`config.mk`:
```
export PLATFORM = sky130hd
export DESIGN_NAME = calculator_rf_flat
export DESIGN_NICKNAME = d
export VERILOG_FILES = /design/src/rtl/calc_pkg.sv /design/src/rtl/calculator_rf_if.sv /design/src/rtl/calc_alu.sv /design/src/rtl/calculator_rf.sv /design/src/flat_wrapper.sv
export SDC_FILE = /design/constraint.sdc
export NUM_CORES = 1
export LEC_CHECK = 0
export BUFFER_PORTS_ARGS = -buffer_cell sky130_fd_sc_hd__buf_2
export CORE_MARGIN = 2
export CORE_UTILIZATION = 50
export DETAILED_ROUTE_END_ITERATION = 12
export GPL_TIMING_DRIVEN = 0
export PLACE_DENSITY_LB_ADDON = 0.25
export SLEW_MARGIN = 20
export SYNTH_ARGS = -nofsm -noshare
export SYNTH_HDL_FRONTEND = slang
export SYNTH_SLANG_ARGS = --single-unit
```
`constraint.sdc`:
```
create_clock -name clk -period 2.6 [get_ports clk]
set_input_delay 0.13 -clock clk [delete_from_list [all_inputs] [get_ports clk]]
set_output_delay 0.13 -clock clk [all_outputs]
set_load 0.005 [all_outputs]
```
`src/rtl/calc_pkg.sv`:
```
// Shared widths and ALU opcodes for the calculator register-file datapath.
package calc_pkg;

  localparam int DEF_WIDTH = 4;
  localparam int DEF_NREGS = 4;

  // control[2] inverts operand B; control[1:0] picks AND / OR / SUM / SLT.
  localparam logic [2:0] OP_AND  = 3'b000;
  localparam logic [2:0] OP_OR   = 3'b001;
  localparam logic [2:0] OP_ADD  = 3'b010;
  localparam logic [2:0] OP_RSV  = 3'b011;
  localparam logic [2:0] OP_ANDN = 3'b100;
  localparam logic [2:0] OP_ORN  = 3'b101;
  localparam logic [2:0] OP_SUB  = 3'b110;
  localparam logic [2:0] OP_SLT  = 3'b111;

endpackage

```
`src/rtl/calculator_rf_if.sv`:
```
// Operand/command bundle between a driver and the calculator register file.
interface calculator_rf_if
  import calc_pkg::*;
#(
  parameter int WIDTH = DEF_WIDTH,
  parameter int NREGS = DEF_NREGS
);
  localparam int AW = $clog2(NREGS);

  logic [AW-1:0]    rd_addr;
  logic [AW-1:0]    we_addr;
  logic [2:0]       control;
  logic [WIDTH-1:0] immediate;
  logic [WIDTH-1:0] rd_data;

  modport master (
    output rd_addr, we_addr, control, immediate,
    input  rd_data
  );

  modport slave (
    input  rd_addr, we_addr, control, immediate,
    output rd_data
  );
endinterface

```
`src/rtl/calc_alu.sv`:
```
// Combinational ALU: A op (optionally inverted) B, including signed set-less-than.
module calc_alu
  import calc_pkg::*;
#(
  parameter int WIDTH = DEF_WIDTH
) (
  input  logic [WIDTH-1:0] a,
  input  logic [WIDTH-1:0] b,
  input  logic [2:0]       control,
  output logic [WIDTH-1:0] result
);

  logic [WIDTH-1:0] bx;
  logic [WIDTH-1:0] sum;
  logic             ovf;

  // Shared adder: with control[2] set, A + ~B + 1 is A - B, which SLT reuses.
  always_comb begin
    bx     = control[2] ? ~b : b;
    sum    = a + bx + {{(WIDTH-1){1'b0}}, control[2]};
    ovf    = (a[WIDTH-1] != b[WIDTH-1]) && (sum[WIDTH-1] != a[WIDTH-1]);
    result = '0;
    case (control)
      OP_AND:  result = a & bx;
      OP_OR:   result = a | bx;
      OP_ADD:  result = sum;
      OP_RSV:  result = '0;
      OP_ANDN: result = a & bx;
      OP_ORN:  result = a | bx;
      OP_SUB:  result = sum;
      OP_SLT:  result = {{(WIDTH-1){1'b0}}, sum[WIDTH-1] ^ ovf};
      default: result = '0;
    endcase
  end

endmodule

```
`src/rtl/calculator_rf.sv`:
```
// Register file whose addressed entry feeds the ALU; the result is written back every clock.
module calculator_rf
  import calc_pkg::*;
#(
  parameter int WIDTH = DEF_WIDTH,
  parameter int NREGS = DEF_NREGS
) (
  input logic            clk,
  input logic            rst_n,
  calculator_rf_if.slave bus
);

  logic [WIDTH-1:0] regs [NREGS];
  logic [WIDTH-1:0] alu_result;

  assign bus.rd_data = regs[bus.rd_addr];

  calc_alu #(.WIDTH(WIDTH)) u_alu (
    .a       (regs[bus.rd_addr]),
    .b       (bus.immediate),
    .control (bus.control),
    .result  (alu_result)
  );

  // No write enable: every edge out of reset commits the ALU result to we_addr.
  always_ff @(posedge clk or negedge rst_n) begin
    if (!rst_n) begin
      for (int i = 0; i < NREGS; i++) regs[i] <= '0;
    end else begin
      regs[bus.we_addr] <= alu_result;
    end
  end

endmodule

```
`src/flat_wrapper.sv`:
```
// flat-port wrapper written by rule: the top's interface ports become plain ports
module calculator_rf_flat import calc_pkg::*;
#(
  parameter int WIDTH = DEF_WIDTH,
  parameter int NREGS = DEF_NREGS
)
  (clk, rst_n, bus_rd_addr, bus_we_addr, bus_control, bus_immediate, bus_rd_data);
  calculator_rf_if #(.WIDTH(WIDTH), .NREGS(NREGS)) bus_i ();
  input logic clk;
  input logic rst_n;
  input wire logic [$bits(bus_i.rd_addr)-1:0] bus_rd_addr;
  input wire logic [$bits(bus_i.we_addr)-1:0] bus_we_addr;
  input wire logic [$bits(bus_i.control)-1:0] bus_control;
  input wire logic [$bits(bus_i.immediate)-1:0] bus_immediate;
  output wire logic [$bits(bus_i.rd_data)-1:0] bus_rd_data;
  assign bus_i.rd_addr = bus_rd_addr;
  assign bus_i.we_addr = bus_we_addr;
  assign bus_i.control = bus_control;
  assign bus_i.immediate = bus_immediate;
  assign bus_rd_data = bus_i.rd_data;
  calculator_rf #(.WIDTH(WIDTH), .NREGS(NREGS)) u_core (.clk(clk), .rst_n(rst_n), .bus(bus_i));
endmodule
```
-- Yosys cells after proc, flatten, opt, wreduce, memory -nomap -nowiden
Cells that the tools add are included.
- add/sub/neg operators: 2
- magnitude comparators: 3
- eq/ne operators: 9
- mux-type cells: 8
- bitwise operators: 6
- reductions and logical operators: 6
- operator list (operator ; count):
    $pmux 4 s5 ; 1
    $bwmux 16 ; 1
    $mux 4 ; 4
    $eq 3x3->1 const B ; 4
    $bmux 4 s2 ; 1
    $demux 4 s2 ; 1
    $eq 3x2->1 const B ; 2
    $ge 3x3->1 const B ; 2
    $not 2->3 ; 2
    $reduce_or 2->1 ; 3
    $add 4x1->4 ; 1
    $add 4x4->4 ; 1
    $and 4x4->4 ; 1
    $not 4->4 ; 1
    $or 4x4->4 ; 1
    $eq 3x1->1 const B ; 1
    $logic_not 3->1 ; 1
    $lt 3x1->1 const B ; 1
    $logic_and 1x1->1 ; 2
    $ne 1x1->1 ; 2
    $xor 1x1->1 ; 1
- register bits: 16
- input bits: 13

-- Logic depth before layout (Yosys ltp)
Gate-level depths: netlist of run 1.
- depth in word-level cells: 11
- depth in mapped cells: 11

-- Hierarchy
Synthesis of run 1 repeated with hierarchy kept, for this count alone.
- cells, all modules: 86
- area, all modules: 1091.0 um2
- modules (own cells, without submodules) (module ; times used ; cells each ; area an instance (um2)):
    calculator_rf ; 1 ; 40 ; 720.7
    calc_alu ; 1 ; 46 ; 370.4

-- Worst setup path after synthesis of run 1
Ideal clock, no wire load.
- kind: register to register
- start point: register u_core.regs[1] (netlist name)
- end point: register u_core.regs[0] (netlist name)
- data arrival time: 2374 ps
- required time: 2468 ps
- setup slack: 95 ps
- cell stages (with the launch flop): 9
- path buffers: 0
- cell sequence: dfrtp_1 -> mux4_2 -> inv_1 -> ha_1 -> and4b_1 -> o2bb2ai_2 -> or4_4 -> a221oi_2 -> o21ai_1
- word-level cells in the longest chain between the ends: 10
- RTL lines (what ; RTL line ; RTL):
    start, declared ; calculator_rf.sv:13 ; logic [WIDTH-1:0] regs [NREGS];
    start signal, assigned by index ; calculator_rf.sv:30 ; regs[bus.we_addr] <= alu_result;
    $bmux 4 s2 * ; -- ;
    $mux 4 * (2 in series) ; -- ;
    net bus_rd_data[1] ; flat_wrapper.sv:15 ; output wire logic [$bits(bus_i.rd_data)-1:0] bus_rd_data;
    $add 4x4->4 * ; calc_alu.sv:20 ; sum = a + bx + {{(WIDTH-1){1'b0}}, control[2]};
    $add 4x1->4 * ; calc_alu.sv:20 ;
    $ne 1x1->1 ; calc_alu.sv:21 ; ovf = (a[WIDTH-1] != b[WIDTH-1]) && (sum[WIDTH-1] != a[WIDTH-1]);
    $logic_and 1x1->1 ; calc_alu.sv:21 ;
    $xor 1x1->1 * ; calc_alu.sv:31 ; OP_SLT: result = {{(WIDTH-1){1'b0}}, sum[WIDTH-1] ^ ovf};
    $pmux 4 s5 * ; calc_alu.sv:23 ; case (control)
    $bwmux 16 * ; calculator_rf.sv:30 ;
The timed path passes the listed nets; every way through them passes the cells marked *. The select of a mux whose other input is x is not followed.

-- Final worst setup path of run 1
- start point: register u_core.regs[5] (netlist name)
- end point: register u_core.regs[4] (netlist name)
- word-level cells in the longest chain between the ends: 10
- RTL lines (what ; RTL line ; RTL):
    $bmux 4 s2 * ; calculator_rf.sv:19 ; .a (regs[bus.rd_addr]),
    $mux 4 (implied by the code) * (2 in series) ; calculator_rf.sv:19 ;
    $add 4x4->4 * ; calc_alu.sv:20 ;
    $add 4x1->4 * ; calc_alu.sv:20 ;
    $ne 1x1->1 ; calc_alu.sv:21 ;
    $logic_and 1x1->1 ; calc_alu.sv:21 ;
    $xor 1x1->1 * ; calc_alu.sv:31 ;
    $pmux 4 s5 * ; calc_alu.sv:23 ;
    $bwmux 16 * ; calculator_rf.sv:30 ;
Every way passes the cells marked *; elsewhere a longest branch is shown, timed or not. The select of a mux whose other input is x is not followed.

==> impl_metrics.toml, run 1 <==
[sta]
clock_period_minus_worst_slack_ns = 2.55
setup_viol = 0
slew_headroom_pct = 67.0
worst_slack_ns = 0.0504
actual_slew_at_the_worst_max_slew_pin_ns = 0.494
hold_violations = 0
final_sum_of_negative_setup_slack_ns = 0
slew_violations = 0
holdWs_ns = 0.143
finalCritPeriodShare_pct = 98.1
maximum_clock_rate_mhz = 392
grt_setup_unrepaired = "yes"
clock-skew-final_ns = 0.00168

[die]
floorplan.die.height_um = 52.8
rows = 17
ports_placed_on_the_boundary = 17
initial_utilization_pct = 53.3
fp.dieW_um = 52.8
die_area_um2 = 2790
fp.coreArea_um2 = 2230

[detailed_routing]
initialDrtViolationCount = 18
route.detailed.wl_per_inst_um = 13.2
detailedRoute.firstPassIterationCount = 4
detail_route.vias_per_cell = 5.37
m1WireLength_um = 1030
highest-signal-layer = "met4"
num_vias = 966
antenna_violating_nets_remaining = 0
dr_wl_met3_um = 79
met2_wirelength_um = 1250
wl_um = 2380
drc = 0

[worst_setup_path]
setup.worst_path.class = "reg -> reg"
ff2ff_setup_slack_ns = 0.05
reg2reg_from = "u_core.regs[5]"
cp.required_ns = 2.76
startpoint_type = "flip-flop"
endpoint_kind = "flip-flop"
worstPathMaxFanout = 4
worst-endpoint-arrival_ns = 2.71
worst_r2r_path_depth = 8
crit-reg2reg-capture = "u_core.regs[4]"

[pwr]
power_density_nw_per_um2 = 717
leakage_nw = 0.665
post-layout-total-power_uw = 1000
worst_ir_drop_vdd_v = 0.000451

[synth]
syn-cell-area_um2 = 1190
syn_avg_cell_area_um2 = 9.09
synthesized_netlist_net_count = 153
synth_top_cell_by_area = "dfrtp_1"
synth_top_area_share_pct = 33.6
ys_ff_latch = 16
seq_area_frac_synth_pct = 33.6
synth_enable_flop_cells = 0
synth.yosys.warnings = 0
synth.area.top_cells = "dfrtp_1 (34%), ha_1 (8.4%), nand2_1 (6.0%)"
synth_cell_types = 32
syn_inst = 131
synthFlopType = "dfrtp_1"
async_flop_share_pct = 100

[status]
status = "finished clean"

[flow_run]
max_cap_viol_count = 0

[clock_network]
clock_tree.root_cell = "clkbuf_4"
clk_pin_slew_ns = 0.08
numClockSinks = 16
insertion_delay_ns = 0.28
max-clock-path-buffers = 2
tritoncts.num_buffers = 3
ctsHtreeMaxLevel = 1
tritoncts = "built"

[global_routing]
grtUsageTotal_pct = 20.1
grt_start_max_net_pins = 17
grt-ovfl-total = 0
grt_pass1_vias = 939
grt_pass1_wl_um = 4090
antenna_found_initial = 0

[layout]
top_regs = "u_core.regs: 16 flops"
post_route_cells_drive_above_1_share_pct = 22.4
max_flop_register = "u_core.regs"
n_fill_cell = 202
antenna_cells_inserted = 0
post_layout_instance_area_um2 = 1390
final_common_cell = "nand2_1"
utilization_pct = 62.4
largest_register_ffs = 16
layout.cells.most_common_list = "nand2_1 (19), dfrtp_1 (16), buf_2 (13)"
finish.net_count = 176
layout_stage_area_growth_over_the_synthesis_result_pct = 17.0
final_cell_count_no_fill = 180

[placement]
port_buffers = 13
place.gp.congestion = 0.782
placedInstanceArea_um2 = 1290
hpwl_um = 1870
dpl.cell_count = 172
dp_worst_setup_slack_ns = -0.0746

[hold_path]
worst_hold_path_type = "in -> reg"
hold_path_end = "u_core.regs[3]"
worst_hold_path_stage_count = 2
hold_path_startpoint = "bus_we_addr[1]"
==> worst max-delay path by stage <==
stage                   start        endpoint  slack, ns  cells past startpoint
2_1_floorplan  u_core.regs[1]  u_core.regs[0]       0.09                      8
3_3_place_gp   u_core.regs[1]  u_core.regs[4]      -0.03                      8
3_5_place_dp   u_core.regs[1]  u_core.regs[4]      -0.07                      8
4_1_cts        u_core.regs[6]  u_core.regs[4]       0.01                      8
5_1_grt        u_core.regs[1]  u_core.regs[4]      -0.05                      8
6_report       u_core.regs[5]  u_core.regs[4]       0.05                      8
==> cells by family (layout without fill, tap and decap cells) <==
kind of cell               Yosys count  after routing  share of synthesized area, %
and+or+nand+nor                     39             39                          15.9
AOI/OAI and AO/OA                   35             35                          18.3
DFF                                 16             16                          33.6
buffers and inverters               16             37                          5.78
muxes                               10             10                          12.0
adders and majority gates            9              9                          10.1
xor gates and xnor gates             6              6                          4.41
==> power by group <==
group	total [mW]	internal, mW	switching (mW)
clock network	0.122	0.0537	0.0678
registers	0.365	0.327	0.0381
logic	0.514	0.243	0.271
total	1.00	0.623	0.377
==> cells in the mapped netlist (all sizes together) (2+ instances only) <==
master and instances:
a21o 2, a21oi 9, a31oi 2, clkbuf 3
dfrtp 16, ha 8, inv 12, mux2i 6
mux4 3, nand2 19, nand2b 7, nand3 2
nor2 5, nor2b 3, o21ai 15, xnor2 2
xor2 4
==> worst max-delay path, stage by stage, from the launching register on <==
cell	delay, ns
dfrtp_1	0.39
mux4_2	0.51
inv_2	0.10
ha_4	0.20
and4b_1	0.21
o2bb2ai_2	0.13
or4_4	0.44
a221oi_4	0.35
o21ai_1	0.10
==> cell type report <==
type / count / area [um2] / share of cell area, %
tap: 28 / 35.0 / 2.51
inverter: 12 / 45.0 / 3.23
sequential: 16 / 400 / 28.7
multi-input combinational: 99 / 762 / 54.7
timing repair buffer: 18 / 105 / 7.54
clock buffer: 3 / 22.5 / 1.62
buffer: 4 / 23.8 / 1.71
==> repair_timing <==
item                                   in CTS  in global routing
buffers inserted                            1                  3
hold buffers                                1                  0
setup endpoints to repair                   8                  8
pin swaps                                   1                  6
endpoints found under the hold margin      16                  0
resized for setup                           3                  3
==> metal layers <==
metal | global-route usage [%] | up-vias
li1 | - | 498
met1 | 25.2 | 445
met2 | 35.8 | 19
met3 | 1.71 | 4
met4 | 6.84 | 0
met5 | 0 | -
(Power assumes the default switching activity.)
==> run 2, diff against run 1 <==
Settings changed: SYNTH_HIERARCHICAL from default to 1.
==> run 2 against run 1 <==
Critical path depth stayed put. Area after synthesis is 8.4% lower. Flip-flop and latch count stayed put. Non-clock buffer count is 4 lower. Setup slack better by 0.089 ns. Via count is 27% lower. Global-route usage is 2.8 points lower. Cell count is 27% lower. First-iteration DRC count is 50% lower. Register-to-register slack better by 0.09 ns. Clock skew is 0.00054 ns lower. Routed wire length is 20% lower.
==> impl_metrics.toml, run 2 <==
[clock_network]
max-clock-path-buffers = 2
numClockSinks = 16
ctsHtreeMaxLevel = 1
clk_pin_slew_ns = 0.08
insertion_delay_ns = 0.28
tritoncts.num_buffers = 3
tritoncts = "built"
clock_tree.root_cell = "clkbuf_4"

[detailed_routing]
num_vias = 710
route.detailed.wl_per_inst_um = 14.4
detailedRoute.firstPassIterationCount = 4
initialDrtViolationCount = 9
dr_wl_met3_um = 62
antenna_violating_nets_remaining = 0
m1WireLength_um = 834
wl_um = 1900
highest-signal-layer = "met4"
detail_route.vias_per_cell = 5.38
met2_wirelength_um = 962
drc = 0

[die]
die_area_um2 = 2570
rows = 16
fp.coreArea_um2 = 2000
floorplan.die.height_um = 50.7
ports_placed_on_the_boundary = 17
fp.dieW_um = 50.7
initial_utilization_pct = 54.5

[layout]
layout.cells.most_common_list = "mux2_2 (16), dfrtp_1 (16), buf_2 (14)"
layout_stage_area_growth_over_the_synthesis_result_pct = 13.6
post_route_cells_drive_above_1_share_pct = 41.0
final_cell_count_no_fill = 132
max_flop_register = "u_core/regs"
largest_register_ffs = 16
top_regs = "u_core/regs: 16 flops"
finish.net_count = 129
antenna_cells_inserted = 0

[synth]
synth_cell_types = 25
synthesized_netlist_net_count = 108
synth_enable_flop_cells = 0
async_flop_share_pct = 100
seq_area_frac_synth_pct = 36.7
syn_avg_cell_area_um2 = 12.7
syn_inst = 86
synth.yosys.warnings = 6
synthFlopType = "dfrtp_1"
ys_ff_latch = 16
synth.top_cells.by_count = "dfrtp_1 (16), mux2_2 (16), inv_1 (9)"
synth_top_cell_by_area = "dfrtp_1"
syn-cell-area_um2 = 1090
synth_top_area_share_pct = 36.7
synth.area.top_cells = "dfrtp_1 (37%), mux2_2 (17%), mux4_1 (9.6%)"

[pwr]
power_density_nw_per_um2 = 811
share_seq_of_total_power_pct = 38.9
pwr-share-comb_pct = 48.8
leakage_nw = 0.605
p_switching_uw = 339
worst_ir_drop_vdd_v = 0.000596
relative_contribution_of_the_clock_network_to_total_power_pct = 12.3
internal_power_uw = 667
power.switching_fraction_pct = 33.7

[global_routing]
grt_start_max_net_pins = 17
antenna_found_initial = 0
grtUsageTotal_pct = 17.3
grt_pass1_wl_um = 3280
grt_pass1_vias = 745
grt-ovfl-total = 0

[worst_setup_path]
cp_slowest_stage_delay_ns = 0.60
worst-endpoint-arrival_ns = 2.63
startpoint_type = "flip-flop"
path_buf_inv = 0
cp_cell_sequence = "mux4_1 > ha_1 > a21o_1 > a31oi_4 > xnor2_1 > o21ai_1 > o221ai_2 > mux2_2"
critPathSlowestCell = "mux4_1"
setup.worst_path.class = "reg -> reg"
cp.required_ns = 2.77
endpoint_kind = "flip-flop"
critical-path-top-delay-family = "multiplexers"
worstPathMaxFanout = 4

[sta]
clock-skew-final_ns = 0.00114
grt_setup_unrepaired = "no"
hold_violations = 0
actual_slew_at_the_worst_max_slew_pin_ns = 0.422
slew_violations = 0
finalCritPeriodShare_pct = 94.6
clock_period_minus_worst_slack_ns = 2.46
final_sum_of_negative_setup_slack_ns = 0
setup_viol = 0
maximum_clock_rate_mhz = 406
slew_headroom_pct = 71.5

[hold_path]
worst_hold_path_type = "in -> reg"

[placement]
hpwl_um = 1520
port_buffers = 14
place.gp.congestion = 0.696
dpl.cell_count = 127

[status]
status = "finished clean"

[flow_run]
max_cap_viol_count = 0
==> run 2: cell types whose count changed in the layout (fill, tap and decap cells not counted), moves of 3 or more <==
cell,before,now
nand2b_1,7,1
nand2_1,19,3
a21oi_1,8,1
mux2_2,0,16
nor2b_1,3,0
o21ai_0,11,2
mux2i_1,6,2
buf_4,4,1
nor2_1,5,2
==> run 2: area by class of cell <==
| cell class | instances | area (um2) |
|---|---|---|
| plain buffers | 2 | 15.0 |
| clock buffers | 3 | 22.5 |
| fillers | 191 | 762 |
| inverters | 9 | 33.8 |
| multi-input cells | 59 | 647 |
| flip-flops and latches | 16 | 400 |
| well taps | 27 | 33.8 |
| repair buffers | 16 | 87.6 |
==> run 2: power by group through the flow <==
| stage | logic, mW | registers, mW | clock network, mW |
|---|---|---|---|
| 3_5_place_dp | 0.474 | 0.395 | 0 |
| 2_1_floorplan | 0.365 | 0.379 | 0 |
| 3_3_place_gp | 0.444 | 0.389 | 0 |
| 6_report | 0.490 | 0.392 | 0.124 |
| 4_1_cts | 0.476 | 0.389 | 0.128 |
| 5_1_grt | 0.545 | 0.404 | 0.140 |
==> run 2: final timing paths <==
path,start,end,slack [ns],cells after the start
setup reg to reg,u_core/regs[9],u_core/regs[8],0.14,8
hold reg to reg,u_core/regs[5],u_core/regs[5],0.51,1
setup / recovery,u_core/regs[9],u_core/regs[8],0.14,8
hold / removal,bus_we_addr[0],u_core/regs[5],0.28,3
min in group asynchronous,rst_n,u_core/regs[11],0.29,2
max in group asynchronous,rst_n,u_core/regs[5],2.05,2
==> run 2: cells by family (layout without fill, tap and decap cells) <==
| kind of cell | after synthesis | in the layout | share of synthesized area (%) |
|---|---|---|---|
| xor gates and xnor gates | 7 | 7 | 5.62 |
| adders and majority gates | 9 | 9 | 11.0 |
| muxes | 23 | 23 | 29.4 |
| buffers and inverters | 11 | 30 | 4.47 |
| AOI/OAI and AO/OA | 10 | 10 | 6.88 |
| and+or+nand+nor | 10 | 10 | 5.96 |
| DFF | 16 | 16 | 36.7 |
==> run 2: what timing repair did <==
action | 4_1_cts | 5_1_grt
hold buffers | 1 | 0
endpoints found under the hold margin | 16 | 0
setup buffers | 0 | 1
gates resized for setup | 0 | 5
setup endpoints to repair | 0 | 13
==> run 2: layer usage <==
metal / GRT usage [%] / vias up
met2: 30.7 / 14
met3: 1.79 / 4
met5: 0 / -
met1: 20.8 / 347
li1: - / 345
met4: 8.11 / 0
==> run 2: per-stage QoR <==
step / utilization (%) / cell area (um2) / setup slack (ns) / hold WS [ns] / total power, mW
floorplan: - / 1090 / 0.225 / -0.166 / 0.744
global placement: 59.7 / 1190 / 0.129 / 0.0517 / 0.833
detailed placement: 59.7 / 1190 / 0.0290 / 0.0557 / 0.869
CTS: 61.3 / 1230 / 0.0169 / 0.279 / 0.993
global route: 61.9 / 1240 / 0.0120 / 0.293 / 1.09
finish: 61.9 / 1240 / 0.140 / 0.282 / 1.01
==> run 2: tightest hold or removal path, stage by stage <==
cell and delay [ns]:
buf_2 0.13, nor2b_4 0.06, mux2_2 0.21
